==> src/rtl/div32_seq_if.sv <==
// rtl/div32_seq_if.sv - request/result bundle between the execute stage and the sequential divider
interface div32_seq_if #(
    parameter int WIDTH = 32
);
    logic             start;
    logic [WIDTH-1:0] dividend;
    logic [WIDTH-1:0] divisor;
    logic             busy;
    logic             done;
    logic [WIDTH-1:0] quotient;
    logic [WIDTH-1:0] remainder;

    modport master (
        output start, dividend, divisor,
        input  busy, done, quotient, remainder
    );

    modport slave (
        input  start, dividend, divisor,
        output busy, done, quotient, remainder
    );
endinterface

==> src/rtl/div32_seq.sv <==
// rtl/div32_seq.sv - restoring shift-subtract unsigned divider, one quotient bit per cycle
module div32_seq #(
    parameter int WIDTH = 32
) (
    input  logic        clk,
    input  logic        rst_n,
    div32_seq_if.slave  bus
);
    localparam int CNT_W = (WIDTH > 2) ? $clog2(WIDTH) : 1;

    typedef enum logic [1:0] {
        IDLE = 2'd0,
        CALC = 2'd1,
        DONE = 2'd2
    } state_t;

    state_t           state;
    logic [CNT_W-1:0] cnt;
    logic [WIDTH-1:0] q_w;
    logic [WIDTH-1:0] r_w;
    logic [WIDTH-1:0] divisor_l;
    logic             busy_r;
    logic             done_r;
    logic [WIDTH-1:0] quotient_r;
    logic [WIDTH-1:0] remainder_r;

    logic [WIDTH:0]   trial;
    logic [WIDTH:0]   diff;
    logic [WIDTH-1:0] r_next;
    logic [WIDTH-1:0] q_next;

    // One restoring step: bring down the next dividend bit, keep the difference if it did not borrow.
    always_comb begin
        trial  = {r_w, q_w[WIDTH-1]};
        diff   = trial - {1'b0, divisor_l};
        r_next = trial[WIDTH-1:0];
        q_next = {q_w[WIDTH-2:0], 1'b0};
        if (!diff[WIDTH]) begin
            r_next = diff[WIDTH-1:0];
            q_next = {q_w[WIDTH-2:0], 1'b1};
        end
    end

    always_ff @(posedge clk or negedge rst_n) begin
        if (!rst_n) begin
            state       <= IDLE;
            cnt         <= '0;
            q_w         <= '0;
            r_w         <= '0;
            divisor_l   <= '0;
            busy_r      <= 1'b0;
            done_r      <= 1'b0;
            quotient_r  <= '0;
            remainder_r <= '0;
        end else begin
            case (state)
                IDLE: begin
                    done_r <= 1'b0;
                    if (bus.start) begin
                        busy_r <= 1'b1;
                        if (bus.divisor == '0) begin
                            // Divide-by-zero short-circuits straight to the result.
                            state       <= DONE;
                            done_r      <= 1'b1;
                            quotient_r  <= '1;
                            remainder_r <= bus.dividend;
                        end else begin
                            state     <= CALC;
                            q_w       <= bus.dividend;
                            r_w       <= '0;
                            divisor_l <= bus.divisor;
                            cnt       <= CNT_W'(WIDTH - 1);
                        end
                    end
                end
                CALC: begin
                    q_w <= q_next;
                    r_w <= r_next;
                    if (cnt == '0) begin
                        state       <= DONE;
                        done_r      <= 1'b1;
                        quotient_r  <= q_next;
                        remainder_r <= r_next;
                    end else begin
                        cnt <= cnt - 1'b1;
                    end
                end
                DONE: begin
                    state  <= IDLE;
                    done_r <= 1'b0;
                    busy_r <= 1'b0;
                end
                default: begin
                    state  <= IDLE;
                    done_r <= 1'b0;
                    busy_r <= 1'b0;
                end
            endcase
        end
    end

    assign bus.busy      = busy_r;
    assign bus.done      = done_r;
    assign bus.quotient  = quotient_r;
    assign bus.remainder = remainder_r;
endmodule

==> src/flat_wrapper.sv <==
// flat-port wrapper written by rule: the top's interface ports become plain ports
module div32_seq_flat 
#(
    parameter int WIDTH = 32
)
  (clk, rst_n, bus_start, bus_dividend, bus_divisor, bus_busy, bus_done, bus_quotient, bus_remainder);
  div32_seq_if #(.WIDTH(WIDTH)) bus_i ();
  input  logic clk;
  input  logic rst_n;
  input wire logic [$bits(bus_i.start)-1:0] bus_start;
  input wire logic [$bits(bus_i.dividend)-1:0] bus_dividend;
  input wire logic [$bits(bus_i.divisor)-1:0] bus_divisor;
  output wire logic [$bits(bus_i.busy)-1:0] bus_busy;
  output wire logic [$bits(bus_i.done)-1:0] bus_done;
  output wire logic [$bits(bus_i.quotient)-1:0] bus_quotient;
  output wire logic [$bits(bus_i.remainder)-1:0] bus_remainder;
  assign bus_i.start = bus_start;
  assign bus_i.dividend = bus_dividend;
  assign bus_i.divisor = bus_divisor;
  assign bus_busy = bus_i.busy;
  assign bus_done = bus_i.done;
  assign bus_quotient = bus_i.quotient;
  assign bus_remainder = bus_i.remainder;
  div32_seq #(.WIDTH(WIDTH)) u_core (.clk(clk), .rst_n(rst_n), .bus(bus_i));
endmodule
==> config.mk <==
export PLATFORM = sky130hd
export DESIGN_NAME = div32_seq_flat
export DESIGN_NICKNAME = d
export VERILOG_FILES = /design/src/rtl/div32_seq_if.sv /design/src/rtl/div32_seq.sv /design/src/flat_wrapper.sv
export SDC_FILE = /design/constraint.sdc
export NUM_CORES = 1
export LEC_CHECK = 0
export BUFFER_PORTS_ARGS = -buffer_cell sky130_fd_sc_hd__buf_4
export CAP_MARGIN = 0
export CORE_MARGIN = 5
export CORE_UTILIZATION = 45
export CTS_BUF_LIST = sky130_fd_sc_hd__clkbuf_4 sky130_fd_sc_hd__clkbuf_8 sky130_fd_sc_hd__clkbuf_16
export DETAILED_ROUTE_END_ITERATION = 10
export GPL_TIMING_DRIVEN = 1
export PLACE_DENSITY = 0.68
export SLEW_MARGIN = 30
export SYNTH_ARGS = -nofsm -noshare
export SYNTH_HDL_FRONTEND = slang
export SYNTH_SLANG_ARGS = --single-unit
==> constraint.sdc <==
create_clock -name clk -period 2.7 [get_ports clk]
set_input_delay 0.135 -clock clk [delete_from_list [all_inputs] [get_ports clk]]
set_output_delay 0.135 -clock clk [all_outputs]
set_load 0.005 [all_outputs]
==> Word-level counts from Yosys, hierarchy flattened <==
Index checks and enable logic that the tools add are counted.
{ "word_totals": {"ff_bits": 169, "latchBits": 0, "mem_bits_rw": 0, "rom_bits": 0, "in_bits": 67, "output_inout_bits": 66, "elab_cells": 59, "memories": 0} }
{ "op_classes": {"addsub": 2, "n_mul": 0, "div": 0, "magnitude_cmp": 0, "n_eq_ne": 6, "n_shift": 0, "muxes": 30, "n_bitwise": 2, "n_reduce_logical": 10} }
{ "ops": {"columns": ["cell", "n"], "rows": [
  ["2-to-1 mux 32 bit", 11],
  ["one-hot mux 32 bit (2 select lines)", 4],
  ["subtractor 33 x 32 -> 33 bit", 1],
  ["logical NOT 32 bit", 1],
  ["2-to-1 mux 5 bit", 3],
  ["one-hot mux 5 bit (2 select lines)", 1],
  ["AND reduction 4 bit", 2],
  ["2-to-1 mux 2 bit", 3],
  ["inequality test 2 bit (second input constant)", 3],
  ["AND reduction 3 bit", 2],
  ["logical NOT 5 bit", 1],
  ["2-to-1 mux 1 bit", 5],
  ["subtractor 5 x 1 -> 5 bit (second input constant)", 1],
  ["inequality test 2 x 1 -> 1 bit (second input constant)", 2],
  ["one-hot mux 1 bit (2 select lines)", 2],
  ["one-hot mux 2 bit (2 select lines)", 1],
  ["AND reduction 2 bit", 2],
  ["equality test 2 x 1 -> 1 bit (second input constant)", 1],
  ["logical NOT 2 bit", 1],
  ["NOT 1 bit", 2],
  ["nonzero test 2 bit", 1]
]} }

==> Depth between registers and ports, before layout <==
{ "logic_depth": {"depth_word": 4, "mapped_depth": 13, "depth_no_buf": 12} }

==> Worst setup path after synthesis <==
OpenSTA, ideal clock, no wires.
{ "synth_timing": {"path_type": "register to register", "from": "reg u_core.q_w[31]", "to": "reg u_core.remainder_r[29], in the netlist u_core.bus.remainder[29]", "setup_time_ns": 0.134, "arrival_time_ns": 2.744, "required_time_ns": 2.566, "setup_slack_ns": -0.178, "stages_incl_launch_ff": 14, "path_buffers": 1, "synth_period_minus_slack_ns": 2.878, "path_cell_list": "dfrtp_1 inv_1 ha_1 inv_1 fa_1 a211oi_1 o21a_2 a2111oi_4 o31ai_2 a21o_1 a21oi_4 buf_6 a311oi_1 o21ai_0"} }
{ "synth_via": {"elab_chain_len": 4} }
{ "synth_rtl": {"columns": ["element", "line", "source"], "rows": [
  ["start, declared", "div32_seq.sv:19", "logic [WIDTH-1:0] q_w;"],
  ["start signal, assigned", "div32_seq.sv:69", "q_w <= bus.dividend;"],
  ["start signal, assigned", "div32_seq.sv:77", "q_w <= q_next;"],
  ["subtractor 33 x 32 -> 33 bit", "div32_seq.sv:35", "diff = trial - {1'b0, divisor_l};"],
  ["2-to-1 mux 32 bit", "div32_seq.sv:38", "if (!diff[WIDTH]) begin"],
  ["2-to-1 mux 32 bit", "div32_seq.sv:79", "if (cnt == '0) begin"],
  ["one-hot mux 32 bit (2 select lines)", "div32_seq.sv:56", "case (state)"],
  ["end signal, assigned", "div32_seq.sv:66", "remainder_r <= bus.dividend;"],
  ["end signal, assigned", "div32_seq.sv:83", "remainder_r <= r_next;"],
  ["end, declared", "div32_seq.sv:25", "logic [WIDTH-1:0] remainder_r;"]
]} }
Every way passes these cells. The select of a mux whose other input is x is not followed.
A chain may end at the register's enable or synchronous reset.

==> Worst setup path after layout <==
{ "layout_timing": {"from": "reg u_core.q_w[31]", "to": "reg u_core.remainder_r[21], in the netlist u_core.bus.remainder[21]"} }
Same word-level chain as after synthesis.

==> impl_metrics.py <==
metrics = {
    "synth": {
        "yosysSeqAreaShare_pct": 46.2,
        "syn_area_sq_mm": 0.00915,
        "ys_seq_elements": 169,
        "synth_cell_types": 63,
        "ys.flop_type": "dfrtp_1",
        "yosys_warnings": 0,
        "synth.most_common_cell": "dfrtp_1",
        "synthesis.nets": 1128,
        "ys_top_cells_by_area": "dfrtp_1 (46%), nand2_1 (6.4%), nor2_1 (5.6%)",
        "synth_edf_count": 0,
        "synth_top_area_cell": "dfrtp_1",
        "synth_cells": 1026,
        "synth_common_cells": "dfrtp_1 (169), nand2_1 (156), nor2_1 (137), a21oi_1 (90), inv_1 (53)",
        "synthArstFlopShare_pct": 100,
        "synth_area_per_cell_sq_um": 8.92,
        "yosys.area.top_type_share_pct": 46.2,
    },
    "critical_path": {
        "timing.critical_path.arrival_ps": 3440,
        "crit_path_start_kind": "flop",
        "cp-end-kind": "flop",
        "cp.required_ps": 3000,
        "worstPathMaxFanout": 8,
        "crit_type": "reg2reg",
    },
    "grt": {
        "use_met1_pct": 32.1,
        "grt_pass1_vias": 9073,
        "grtUsageMet3_pct": 4.52,
        "gr-total-overflow": 0,
        "grtUsageTotal_pct": 25.4,
        "grt_util_met2_pct": 42.8,
        "antenna_found_initial": 0,
        "grt_max_degree": 74,
        "grt_pass1_wl_um": 47900,
        "top_usage_layer": "met2",
    },
    "sta": {
        "hold_slack_ps": 7.65,
        "tightestPinTransition_ps": 720,
        "max_slew_margin_pct": 51.7,
        "worst_slack_ps": -439,
        "post-route-min-period_ps": 3140,
        "fin_setup_tns_ps": -19130,
        "rsz0062_at_grt": "yes",
        "max_freq_mhz": 319,
        "finalCritPeriodShare_pct": 116,
        "slew_viol_final": 0,
        "finalHoldViolations": 0,
        "setup_viol": 66,
        "worst_clock_skew_ps": 13.1,
    },
    "clock_tree": {
        "root_buffer": "clkbuf_16",
        "clk_latency_ps": 430,
        "cts_made_buffers": 17,
        "path_clk_slew_ps": 70,
        "h-tree-depth": 4,
        "cts_tree": "built",
        "cts_sinks": 169,
        "cts_max_path_buffers": 2,
    },
    "floorplan": {
        "fp.dieW_um": 153,
        "die_area_sq_mm": 0.0233,
        "core_area_sq_mm": 0.0201,
        "ios": 133,
        "start_util_pct": 45.5,
        "dieHeight_um": 153,
        "rows": 52,
    },
    "routing": {
        "drc": 0,
        "drtAntennaViolNets": 0,
        "viasPerCell": 5.43,
        "drtIter0Drc": 577,
        "vias": 8725,
        "drt-wirelength-per-cell_um": 18.5,
        "drtPass1Iterations": 5,
        "wirelength_um": 29700,
    },
    "min_path": {
        "hp-class": "in2reg",
    },
    "placement": {
        "gp_congestion": 0.906,
        "hpwl_um": 21300,
        "io_buffers": 132,
        "post-place-ws_ps": -318,
    },
    "final_layout": {
        "drive_gt1_share_pct": 32.1,
        "multiInputGateArea_sq_mm": 0.00496,
        "syn_to_final_growth_pct": 43.6,
        "layout.nets": 1425,
        "utilization_pct": 65.4,
        "seqCellArea_sq_mm": 0.00423,
        "fillers": 1636,
        "antennaDiodeCount": 0,
    },
    "outcome": {
        "run_status": "complete, but fails checks",
        "failed_checks": "negative setup slack",
    },
    "flow_run": {
        "max-cap-violations": 0,
    },
}
## worst max-delay path: stages, from the launching register on
cell       delay (ps)
dfrtp_1           380
inv_2              70
ha_4              160
inv_2              60
fa_2              210
a211oi_2           70
o21a_2            250
a2111oi_4         430
o31ai_4           110
buf_6             150
a211oi_4          340
a21o_4            180
buf_12            160
mux2i_1           300
o221ai_1          150
## cell families after synthesis
group | after synthesis | synth area share (%)
multiplexers | 51 | 6.07
adder cells (fa/ha/maj) | 35 | 4.87
AND/OR/NAND/NOR | 374 | 17.1
buffers and inverters | 108 | 4.76
AO/OA/AOI/OAI | 261 | 18.3
XOR/XNOR | 28 | 2.68
flip-flops | 169 | 46.2
## layout by cell type, fill, tap and decap left out, drive strengths merged, types with 3 or more instances in the layout
cell type	netlist	layout
xor2	11	11
dfrtp	169	169
mux2	36	36
a21o	16	16
and2	5	5
o21a	8	8
xnor2	17	17
nor4	11	11
nand4	7	7
inv	54	60
ha	34	34
nand3	29	29
dlygate4sd3	0	47
o22a	6	6
or3	8	8
clkinv	0	3
a31oi	51	51
nor2	137	137
clkbuf	42	18
mux2i	15	15
nand2b	3	3
a211oi	11	11
nor2b	3	3
o221ai	5	5
nor3	8	8
o211ai	7	7
buf	12	285
a2111oi	4	4
nand2	156	156
clkinvlp	0	5
o21bai	3	3
a21oi	91	91
a211o	4	4
o21ai	40	40
## registers in the layout (all words and copies together), names as in the netlist
| register | count |
|---|---|
| u_core.bus.quotient | 32 |
| u_core.cnt | 5 |
| u_core.bus.busy | 1 |
| u_core.r_w | 32 |
| u_core.divisor_l | 32 |
| u_core.bus.done | 1 |
| u_core.q_w | 32 |
| u_core.bus.remainder | 32 |
| u_core.state | 2 |
## stage by stage
step	std cells	instance area, sq um
floorplan	1026	9180
global placement	1510	11500
detailed placement	1510	11500
CTS	1605	13000
global route	1606	13100
finish	1606	13100
## layout make-up
type	count	share of cell area [%]
sequential	169	32.2
clock buffer	18	3.29
timing repair buffer	332	21.6
multi-input combinational	749	37.8
clock inverter	14	1.04
tap	270	2.57
inverter	54	1.54
## timing repair
item                       4_1_cts  5_1_grt
setup buffers                   15        6
hold endpoints to repair       109        0
gates resized for setup         83       27
cloned                           2        0
pin swaps                       36       18
hold buffers                    47        0
setup endpoints to repair       66       96
## routing by layer
layer,share of wire (%),up-vias
li1,-,4196
met1,41,4203
met2,49,247
met3,4.7,79
met4,4.8,0
met5,0,-
## worst paths after layout
path	slack (ps)	startpoint	end	cells after the start
max in group asynchronous	1590	rst_n	u_core.r_w[8]$_DFFE_PN0P_	3
worst max register to register	-440	u_core.q_w[31]$_DFFE_PN0P_	u_core.bus.remainder[21]$_DFFE_PN0P_	14
worst max-delay path	-440	u_core.q_w[31]$_DFFE_PN0P_	u_core.bus.remainder[21]$_DFFE_PN0P_	14
worst min-delay path	8	bus_dividend[12]	u_core.q_w[12]$_DFFE_PN0P_	3
min in group asynchronous	260	rst_n	u_core.divisor_l[19]$_DFFE_PN0P_	2
worst min register to register	490	u_core.bus.done$_DFFE_PN0P_	u_core.bus.done$_DFFE_PN0P_	2
Power is left out: the tool's default activity adds up to more than one toggle a clock period on the data nets, which glitch-free logic cannot reach.
